[src/rtl/serial_magnitude_comparator_if.sv]
// Start/busy/done compare bus: the requester drives operands and start, the comparator returns status and result.
interface serial_magnitude_comparator_if #(
  parameter int WIDTH = 32
);
  logic             start;
  logic [WIDTH-1:0] a;
  logic [WIDTH-1:0] b;
  logic             signed_mode;
  logic             busy;
  logic             done;
  logic             gt;
  logic             eq;
  logic             lt;

  modport master (
    output start, a, b, signed_mode,
    input  busy, done, gt, eq, lt
  );

  modport slave (
    input  start, a, b, signed_mode,
    output busy, done, gt, eq, lt
  );
endinterface

[src/rtl/serial_magnitude_comparator.sv]
// Multi-cycle MSB-first magnitude comparator, DIGIT bits per cycle, with early exit on the first differing digit.
module serial_magnitude_comparator #(
  parameter int WIDTH = 32,
  parameter int DIGIT = 4
) (
  input  logic                       clk,
  input  logic                       reset,
  serial_magnitude_comparator_if.slave bus
);
  localparam int NDIG = WIDTH / DIGIT;
  localparam int KW   = $clog2(NDIG);

  typedef enum logic {IDLE, RUN} state_t;

  state_t           state, state_n;
  logic [KW-1:0]    k, k_n;
  logic [WIDTH-1:0] a_p0, b_p0, a_n, b_n;
  logic             fin_p1, fin_n;
  logic             gt_p1, gt_n;
  logic             eq_p1, eq_n;
  logic             busy_p2, done_p2, gt_p2, eq_p2, lt_p2;
  logic [DIGIT-1:0] da, db;
  logic [WIDTH-1:0] sign_flip;
  logic             accept;

  // Operands shift left after each equal digit, so the current digit is always on top.
  assign da        = a_p0[WIDTH-1 -: DIGIT];
  assign db        = b_p0[WIDTH-1 -: DIGIT];
  assign sign_flip = {bus.signed_mode, {(WIDTH-1){1'b0}}};
  // busy_p2 lags state by a cycle, so it also blocks the cycle right after the decision.
  assign accept    = bus.start && (state == IDLE) && !busy_p2;

  always_comb begin
    state_n = state;
    k_n     = k;
    a_n     = a_p0;
    b_n     = b_p0;
    fin_n   = 1'b0;
    gt_n    = gt_p1;
    eq_n    = eq_p1;
    case (state)
      IDLE: begin
        if (accept) begin
          a_n     = bus.a ^ sign_flip;
          b_n     = bus.b ^ sign_flip;
          k_n     = '0;
          state_n = RUN;
        end
      end
      RUN: begin
        if (da != db) begin
          fin_n   = 1'b1;
          gt_n    = (da > db);
          eq_n    = 1'b0;
          state_n = IDLE;
        end else if (k == KW'(NDIG - 1)) begin
          fin_n   = 1'b1;
          gt_n    = 1'b0;
          eq_n    = 1'b1;
          state_n = IDLE;
        end else begin
          k_n = k + KW'(1);
          a_n = a_p0 << DIGIT;
          b_n = b_p0 << DIGIT;
        end
      end
      default: state_n = IDLE;
    endcase
  end

  always_ff @(posedge clk) begin
    if (reset) begin
      state   <= IDLE;
      k       <= '0;
      a_p0    <= '0;
      b_p0    <= '0;
      fin_p1  <= 1'b0;
      gt_p1   <= 1'b0;
      eq_p1   <= 1'b0;
      busy_p2 <= 1'b0;
      done_p2 <= 1'b0;
      gt_p2   <= 1'b0;
      eq_p2   <= 1'b0;
      lt_p2   <= 1'b0;
    end else begin
      // stage 0/1: operand capture, digit walk and decision
      state  <= state_n;
      k      <= k_n;
      a_p0   <= a_n;
      b_p0   <= b_n;
      fin_p1 <= fin_n;
      gt_p1  <= gt_n;
      eq_p1  <= eq_n;
      // stage 2: registered status and sticky result
      busy_p2 <= (state == RUN);
      done_p2 <= fin_p1;
      if (fin_p1) begin
        gt_p2 <= gt_p1;
        eq_p2 <= eq_p1;
        lt_p2 <= ~gt_p1 & ~eq_p1;
      end
    end
  end

  assign bus.busy = busy_p2;
  assign bus.done = done_p2;
  assign bus.gt   = gt_p2;
  assign bus.eq   = eq_p2;
  assign bus.lt   = lt_p2;
endmodule
[src/flat_wrapper.sv]
// flat-port wrapper written by rule: the top's interface ports become plain ports
module serial_magnitude_comparator_flat 
#(
  parameter int WIDTH = 32,
  parameter int DIGIT = 4
)
  (clk, reset, bus_start, bus_a, bus_b, bus_signed_mode, bus_busy, bus_done, bus_gt, bus_eq, bus_lt);
  serial_magnitude_comparator_if #(.WIDTH(WIDTH)) bus_i ();
  input  logic clk;
  input  logic reset;
  input wire logic [$bits(bus_i.start)-1:0] bus_start;
  input wire logic [$bits(bus_i.a)-1:0] bus_a;
  input wire logic [$bits(bus_i.b)-1:0] bus_b;
  input wire logic [$bits(bus_i.signed_mode)-1:0] bus_signed_mode;
  output wire logic [$bits(bus_i.busy)-1:0] bus_busy;
  output wire logic [$bits(bus_i.done)-1:0] bus_done;
  output wire logic [$bits(bus_i.gt)-1:0] bus_gt;
  output wire logic [$bits(bus_i.eq)-1:0] bus_eq;
  output wire logic [$bits(bus_i.lt)-1:0] bus_lt;
  assign bus_i.start = bus_start;
  assign bus_i.a = bus_a;
  assign bus_i.b = bus_b;
  assign bus_i.signed_mode = bus_signed_mode;
  assign bus_busy = bus_i.busy;
  assign bus_done = bus_i.done;
  assign bus_gt = bus_i.gt;
  assign bus_eq = bus_i.eq;
  assign bus_lt = bus_i.lt;
  serial_magnitude_comparator #(.WIDTH(WIDTH), .DIGIT(DIGIT)) u_core (.clk(clk), .reset(reset), .bus(bus_i));
endmodule
[config.mk]
export PLATFORM = sky130hd
export DESIGN_NAME = serial_magnitude_comparator_flat
export DESIGN_NICKNAME = d
export VERILOG_FILES = /design/src/rtl/serial_magnitude_comparator_if.sv /design/src/rtl/serial_magnitude_comparator.sv /design/src/flat_wrapper.sv
export SDC_FILE = /design/constraint.sdc
export NUM_CORES = 1
export LEC_CHECK = 0
export ABC_AREA = 1
export CAP_MARGIN = 15
export CORE_MARGIN = 1.5
export CORE_UTILIZATION = 48
export CTS_CLUSTER_DIAMETER = 120
export DETAILED_ROUTE_END_ITERATION = 10
export PLACE_DENSITY = 0.77
export SLEW_MARGIN = 20
export SYNTH_ARGS = -nofsm -noshare
export SYNTH_HDL_FRONTEND = slang
export SYNTH_SLANG_ARGS = --single-unit
[constraint.sdc]
create_clock -name clk -period 1.8 [get_ports clk]
set_clock_uncertainty 0.05 [all_clocks]
set_input_delay 0.36 -clock clk [delete_from_list [all_inputs] [get_ports clk]]
set_output_delay 0.36 -clock clk [all_outputs]
set_load 0.1 [all_outputs]
==> After elaboration in Yosys (flattened, before gate mapping) <==
Cells that the tools add are included.
Widths: inputs -> output; s select.
{ "word_totals": {"mem_bits_rw": 0, "elab_cells": 54, "inputBits": 68, "out_inout_bits": 5, "n_memories": 0, "latchBits": 0, "mem_bits_ro": 0, "register_bits": 76} }
{ "classes": {"shift": 0, "add_sub_neg": 1, "multipliers": 0, "eq_ne": 5, "n_lt_le_gt_ge": 1, "bitwise_logic": 6, "n_div": 0, "muxes": 22, "reduce_logical": 7} }
{ "op_table": {"columns": ["operator", "n"], "rows": [
  ["$mux 32", 6],
  ["$pmux 32 s2", 2],
  ["$xor 32x32->32", 2],
  ["$mux 1", 9],
  ["$mux 3", 3],
  ["$pmux 3 s2", 1],
  ["$gt 4x4->1", 1],
  ["$ne 2x2->1 const B", 2],
  ["$ne 4x4->1", 1],
  ["$add 3x1->3 const B", 1],
  ["$eq 3x3->1 const B", 1],
  ["$not 1->1", 3],
  ["$reduce_and 3->1", 1],
  ["$logic_and 1x1->1", 2],
  ["$ne 2x1->1 const B", 1],
  ["$pmux 1 s2", 1],
  ["$reduce_and 2->1", 1],
  ["$reduce_bool 2->1", 1],
  ["$reduce_or 2->1", 1],
  ["$and 1x1->1", 1],
  ["$logic_not 1->1", 1]
]} }

==> Logic depth before layout (Yosys ltp) <==
{ "depth": {"word_depth": 5, "ltp_mapped": 9, "ltp_nobuf": 9} }

==> Least setup slack after synthesis <==
OpenSTA, ideal clock, no wires.
{ "synth_path": {"path_kind": "flip-flop to flip-flop", "startpoint": "register u_core.busy_p2 (netlist: u_core.bus.busy)", "endpoint": "register u_core.b_p0[0]", "required_ps": 1680, "slack_ps": -60, "period_less_slack_ps": 1860, "setup_ps": 70, "t_arrival_ps": 1740, "stages_incl_launch_ff": 7, "n_path_buf": 2, "cell_sequence": "dfxtp_1 > nor3_4 > inv_2 > buf_6 > buf_6 > nand3_1 > a21oi_1"} }
{ "synth_via": {"elab_chain_cells": 4} }
{ "synth_lines": {"columns": ["element", "line_no", "text"], "rows": [
  ["from (decl)", "serial_magnitude_comparator.sv:21", "logic busy_p2, done_p2, gt_p2, eq_p2, lt_p2;"],
  ["from (signal assigned)", "serial_magnitude_comparator.sv:95", "busy_p2 <= (state == RUN);"],
  ["$logic_not 1->1", "serial_magnitude_comparator.sv:31", "assign accept = bus.start && (state == IDLE) && !busy_p2;"],
  ["$logic_and 1x1->1", "serial_magnitude_comparator.sv:31", null],
  ["$ne 2x1->1 (no source line)", null, null],
  ["$reduce_and 3->1 (no source line)", null, null],
  ["to (signal assigned)", "serial_magnitude_comparator.sv:90", "b_p0 <= b_n;"],
  ["to (decl)", "serial_magnitude_comparator.sv:17", "logic [WIDTH-1:0] a_p0, b_p0, a_n, b_n;"]
]} }
No other way between the ends.
A chain may end at the register's enable or synchronous reset.

==> Final worst setup path <==
{ "layout_path": {"startpoint": "register u_core.b_p0[29]", "endpoint": "register u_core.b_p0[20]"} }
{ "layout_via": {"elab_chain_cells": 3} }
{ "layout_lines": {"columns": ["element", "line_no", "text"], "rows": [
  ["$ne 4x4->1", "serial_magnitude_comparator.sv:51", "if (da != db) begin"],
  ["$ne 2x2->1 (no source line)", null, null],
  ["$reduce_and 3->1 (no source line)", null, null]
]} }
No other way between the ends.

==> run metrics <==
status complete, no violations; Initial Util 0.4958; clk buf depth 2; crit end category flop; critical path class flop to flop; Tmin final 1.746 ns; CTS tree done; Seq/Total Area, Yosys 0.3716; Hold Slack 0.4318 ns; Max Slew Vio Count 0; IO Pins 73; largest net degree at the start of global routing 55; VDD IR max 0.5008 mV; Syn Nets 684; Die Ht between 90 and 100 um; Final Core Density 0.6506; clock sinks between 70 and 80; final setup TNS 0 ns; clock-pin slew on the worst setup and hold paths 0.08 ns; Mean Syn Cell Area 6.711 um2; unique cell type count in the Yosys netlist 20; ranking of synthesized cells by area dfxtp_1 37%, nand2_1 14%, a21oi_2 9.4%; Startpoint Class flop; starting DRC count in detailed routing 264; Least-Margin Pin Slew roughly 0.47 ns; worst hold-check path type flop to flop; initial antenna violation count 0; Final Cycle Share 0.9700; FF-to-FF Start u_core.b_p0[29]; total chip power 4.720 mW; DIE WIDTH 95.35 um; Setup crit end u_core.b_p0[20]; DRC 0; global-route wire length before repair about 16000 um; routed via count 4001; crit path DAT between 1.5 and 2 ns; layout cells sized above 1 0.1623; crit path max fanout 9; vias per inst a little over 5; Core ar. between 8000 and 9000 um2; Max Fclk 572.7 MHz; Syn Std Cell Area between 4000 and 5000 um2; top-area cell type share of the netlist area 0.3716; Max Cap Violations 0; final hold vios 0; CTS buffer count 9; vias in the first global route about 3600; CTS root buf clkbuf_8; Gate Count Post-Synth 610; P&R area growth vs syn 31.23%; Worst R2R Path Depth 9; PD cells 878.4 nW/um2; H-tree levels 3; post-DP HPWL 6284 um; CP required roughly 2 ns; reg-to-reg endpoint u_core.b_p0[20]; R2R setup slack 0.05 ns; post-synth top area cell dfxtp_1; Max-slew headroom 0.6842; CP startpoint u_core.b_p0[29]; Final #Nets 753; static leakage 2.419 nW; GRT overflow 0; wire length per cell 12.78 um; diode count 0; CTS Hold Bufs 0; final setup fails 0; Syn. warnings 0; Final ANT Viol Nets 0; final WL just over 10000 um; TritonRoute pass-1 iters 4; # rows 33; Final WS setup 0.05397 ns; die area 9092 um2; clk_lat worst skew 0.37 ns; number of synthesized register bits 76; pre-CTS WS 0.01431 ns; GR Util All Layers 0.2200; RePlAce Congestion 0.7996; IO Port Bufs 72
## layout make-up
| cell class | count | area, um2 |
|---|---|---|
| fill | 735 | 2885 |
| multi-input combinational | 420 | 2115 |
| sequential | 76 | 1525 |
| timing repair buffer | 104 | 1166 |
| inverter | 68 | 257.7 |
| tap | 105 | 131.4 |
| clock buffer | 9 | 123.9 |
| clock inverter | 7 | 53.80 |
## placed cells by master, fill, tap and decap left out, types with 4 or more instances in the layout
cell type        instances
clkbuf_8                 9
inv_1                   63
dfxtp_1                 73
nand2_1                152
buf_4                   18
buf_12                  12
buf_6                    4
nor2_1                  63
o21ai_0                 51
ha_1                     4
nand3_1                 67
a21oi_2                 43
clkdlybuf4s50_1         67
a21oi_1                 30
## critical path, stage by stage (launching register included)
cell and delay (ns):
dfxtp_1 0.31, inv_1 0.07, ha_4 0.28, nand2_1 0.08, nor2_4 0.13, nand3_4 0.16
buf_6 0.20, clkbuf_16 0.16, a21oi_2 0.12, nor2_1 0.06
## power by group
part / total (mW) / internal, mW / switching, mW
clock: 1.19 / 0.503 / 0.691
sequential: 1.97 / 1.89 / 0.0816
combinational: 1.56 / 0.692 / 0.864
## how the worst min path moves through the flow
stage                    from        endpoint  slack (ns)  cells after the start
5_1_grt        u_core.a_p0[1]  u_core.a_p0[1]        0.45                      2
6_report       u_core.a_p0[1]  u_core.a_p0[1]        0.43                      2
3_3_place_gp     u_core.gt_p1    u_core.gt_p1        0.41                      2
2_1_floorplan    u_core.gt_p1    u_core.gt_p1        0.39                      2
3_5_place_dp     u_core.gt_p1    u_core.gt_p1        0.42                      2
4_1_cts        u_core.b_p0[1]  u_core.b_p0[1]        0.44                      2
## cell families (layout without fill, tap and decap cells)
| logic type | after synthesis | in the layout | share of synthesized area |
|---|---|---|---|
| and+or+nand+nor | 288 | 289 | 0.2922 |
| AOI/OAI and AO/OA | 125 | 125 | 0.1932 |
| buffers and inverters | 115 | 188 | 0.1247 |
| DFF | 76 | 76 | 0.3716 |
| adders and majority gates | 6 | 6 | 0.01834 |
## per-layer routing
metal	routed length, um	share of wire	track usage	vias up
met1	4577	0.45	0.2805	1808
met2	4797	0.48	0.3717	103
li1	-	-	-	2075
met4	188	0.019	0.09080	0
met3	518	0.051	0.02951	15
met5	0	0	0	-
## cells in the mapped netlist (all sizes together)
library cell / number
nor3: 1
ha: 6
nor2: 64
a21oi: 74
buf: 27
clkbuf: 20
inv: 67
nand4: 2
o21ai: 51
nand3: 68
clkinv: 1
dfxtp: 76
nand2: 153
## registers in the layout, indices dropped and copies added, names as in the netlist
| register | cells |
|---|---|
| u_core.eq_p1 | 1 |
| u_core.bus.gt | 1 |
| u_core.a_p0 | 32 |
| u_core.bus.done | 1 |
| u_core.k | 3 |
| u_core.bus.busy | 1 |
| u_core.gt_p1 | 1 |
| u_core.bus.eq | 1 |
| u_core.fin_p1 | 1 |
| u_core.bus.lt | 1 |
| u_core.state | 1 |
| u_core.b_p0 | 32 |
## stage by stage
stage               cells  cell area (um2)
floorplan             610             4095
global placement      759             4982
detailed placement    759             4982
CTS                   775             5160
global route          789             5373
finish                789             5373
## timing repair
item                       in CTS  in global routing
resized for setup               0                 11
setup endpoints to repair       0                 47
hold endpoints to repair        0                  0
buffers inserted                0                  8
(Power assumes the default switching activity.)
==> patch (same settings) <==
`WIDTH` is set to 32 in 3 places; all go to 16.
--- a/src/rtl/serial_magnitude_comparator_if.sv
+++ b/src/rtl/serial_magnitude_comparator_if.sv
@@ -2,3 +2,3 @@
 interface serial_magnitude_comparator_if #(
-  parameter int WIDTH = 32
+  parameter int WIDTH = 16
 );
--- a/src/rtl/serial_magnitude_comparator.sv
+++ b/src/rtl/serial_magnitude_comparator.sv
@@ -2,3 +2,3 @@
 module serial_magnitude_comparator #(
-  parameter int WIDTH = 32,
+  parameter int WIDTH = 16,
   parameter int DIGIT = 4
--- a/src/flat_wrapper.sv
+++ b/src/flat_wrapper.sv
@@ -3,3 +3,3 @@
 #(
-  parameter int WIDTH = 32,
+  parameter int WIDTH = 16,
   parameter int DIGIT = 4
Interface: changed (resized bus_a and bus_b); port bits go from 73 to 41. No check against the original RTL was run, so the function may have changed too.
==> patch against the unedited design <==
  * Final area is 49% lower
  * Routed wire length decreased by 56%
  * Worst setup slack improved by 0.12 ns
  * Die area decreased by 47%
  * Sequential cell count decreased by 33
  * Via count shrank 48%
  * Utilization down 0.72 points
  * Area after synthesis down 48%
  * Hold slack better by 0.0026 ns
  * Synthesized cell count shrank 47%
  * Power is 48% lower
  * Combinational power shrank 53%
  * Critical path type unchanged
  * Critical endpoint is now u_core.a_p0[4]$_SDFFE_PP0P_
==> patch: results (changes against the unedited design) <==
Outcome
  • Status: finished, final reports clean

Route
  • Met2 WL: 1.922 mm (-60%)
  • Total Wirelength: 4.458 mm (-56%)
  • Met1 wire length: 2.206 mm (-52%)
  • 1st-iter DRT viols: 171 (-35%)
  • Met3 wire len: 214 um (-59%)
  • Via Count: 2061 (-48%)
  • Vias per Instance: 4.978 (-1.8%)

Global route
  • Met1 global-route usage: 25.76% (-2.3 points)
  • Met2 track demand over resource: 29.27% (-7.9 points)
  • GR Util met3: 4.942% (+2.0 points)
  • GRT Util Overall: 19.36% (-2.6 points)
  • First-pass GRT wire length: 7.631 mm (-52%)
  • Largest net degree at the start of global routing: 56 (+1.8%)
  • Vias in the first global route: 1790 (-51%)

Power and ir drop
  • Worst VDD drop: 0.5291 mV (+5.7%)
  • Pleak: 0.001277 uW (-47%)
  • Switching power: 794.1 uW (-51%)

Finish
  • Biggest registers after layout: u_core.a_p0 x16, u_core.b_p0 x16, u_core.k x2
  • Nets: 402 (-47%)
  • Share of layout cells above drive strength 1: 8.564% (-7.7 points)

Place
  • Gpl congestion: 0.7597 (-5.0%)
  • HPWL Detailed: 2.949 mm (-53%)
  • IO buf count: 40 (-44%)

Worst setup path
  • Cell family with the largest share of critical-path delay: simple AND/OR/NAND/NOR gates
  • Start point of the critical path: u_core.b_p0[15]$_SDFFE_PP0P_

Clock tree
  • H-tree depth: 2 (-1)
  • Worst skew pair latency: 0.30 ns (-0.07 ns)

Logic synthesis
  • Post-Syn Nets: 365 (-47%)
  • Post-synth top cells: nand2_1, dfxtp_1, a21oi_1
  • Cells after Synth: 324 (-47%)
  • Post-synthesis sequential area ratio: 40.47% (+3.3 points)
  • Yosys cell types: 17 (-15%)

STA
  • Worst slew margin: 84.83% (+16 points)
patch: changes by cell type after synthesis, moves of 4 or more:
cell and delta:
o21ai_0 -32, a21oi_2 -43, nand3_1 -32, nor2_1 -31, nand2_1 -64, buf_6 -4, a21oi_1 +10, clkbuf_1 -8
buf_2 -12, inv_1 -32, dfxtp_1 -33
patch: cell families (layout without fill, tap and decap cells):
| logic type | count (synthesis) | in the layout | share of synthesized area (%) |
|---|---|---|---|
| buffers and inverters | 58 | 96 | 11.65 |
| AOI/OAI and AO/OA | 60 | 60 | 14.29 |
| DFF | 43 | 43 | 40.47 |
| adders and majority gates | 5 | 5 | 2.941 |
| and+or+nand+nor | 158 | 158 | 30.65 |
patch: final timing paths:
check                                                   end  slack [ns]  depth (start not counted)
worst max-delay path            u_core.a_p0[4]$_SDFFE_PP0P_        0.18                          8
worst min-delay path            u_core.a_p0[1]$_SDFFE_PP0P_        0.43                          2
worst max register to register  u_core.a_p0[4]$_SDFFE_PP0P_        0.18                          8
worst min register to register  u_core.a_p0[1]$_SDFFE_PP0P_        0.43                          2
patch: layout make-up:
cell class	instances	area [sq um]	area share, %
inverter	36	135.1	4.891
sequential	43	862.1	31.20
tap	52	65.06	2.355
timing repair buffer	52	590.6	21.38
clock buffer	5	68.82	2.491
clock inverter	3	15.01	0.5435
multi-input combinational	223	1026	37.14
patch: through the flow:
step                      util [%]  hold slack, ns  total power, uW  cell area [sq um]  worst slack [ns]
after floorplan                  -          0.3939             1612               2128            0.1869
after global placement       62.33          0.4092             1842               2676            0.1345
after detailed placement     62.33          0.4229             1858               2676           0.09612
after CTS                    64.28          0.4325             2445               2760            0.1482
after global routing         64.34          0.4502             2604               2763           0.05176
final                        64.34          0.4344             2441               2763            0.1775
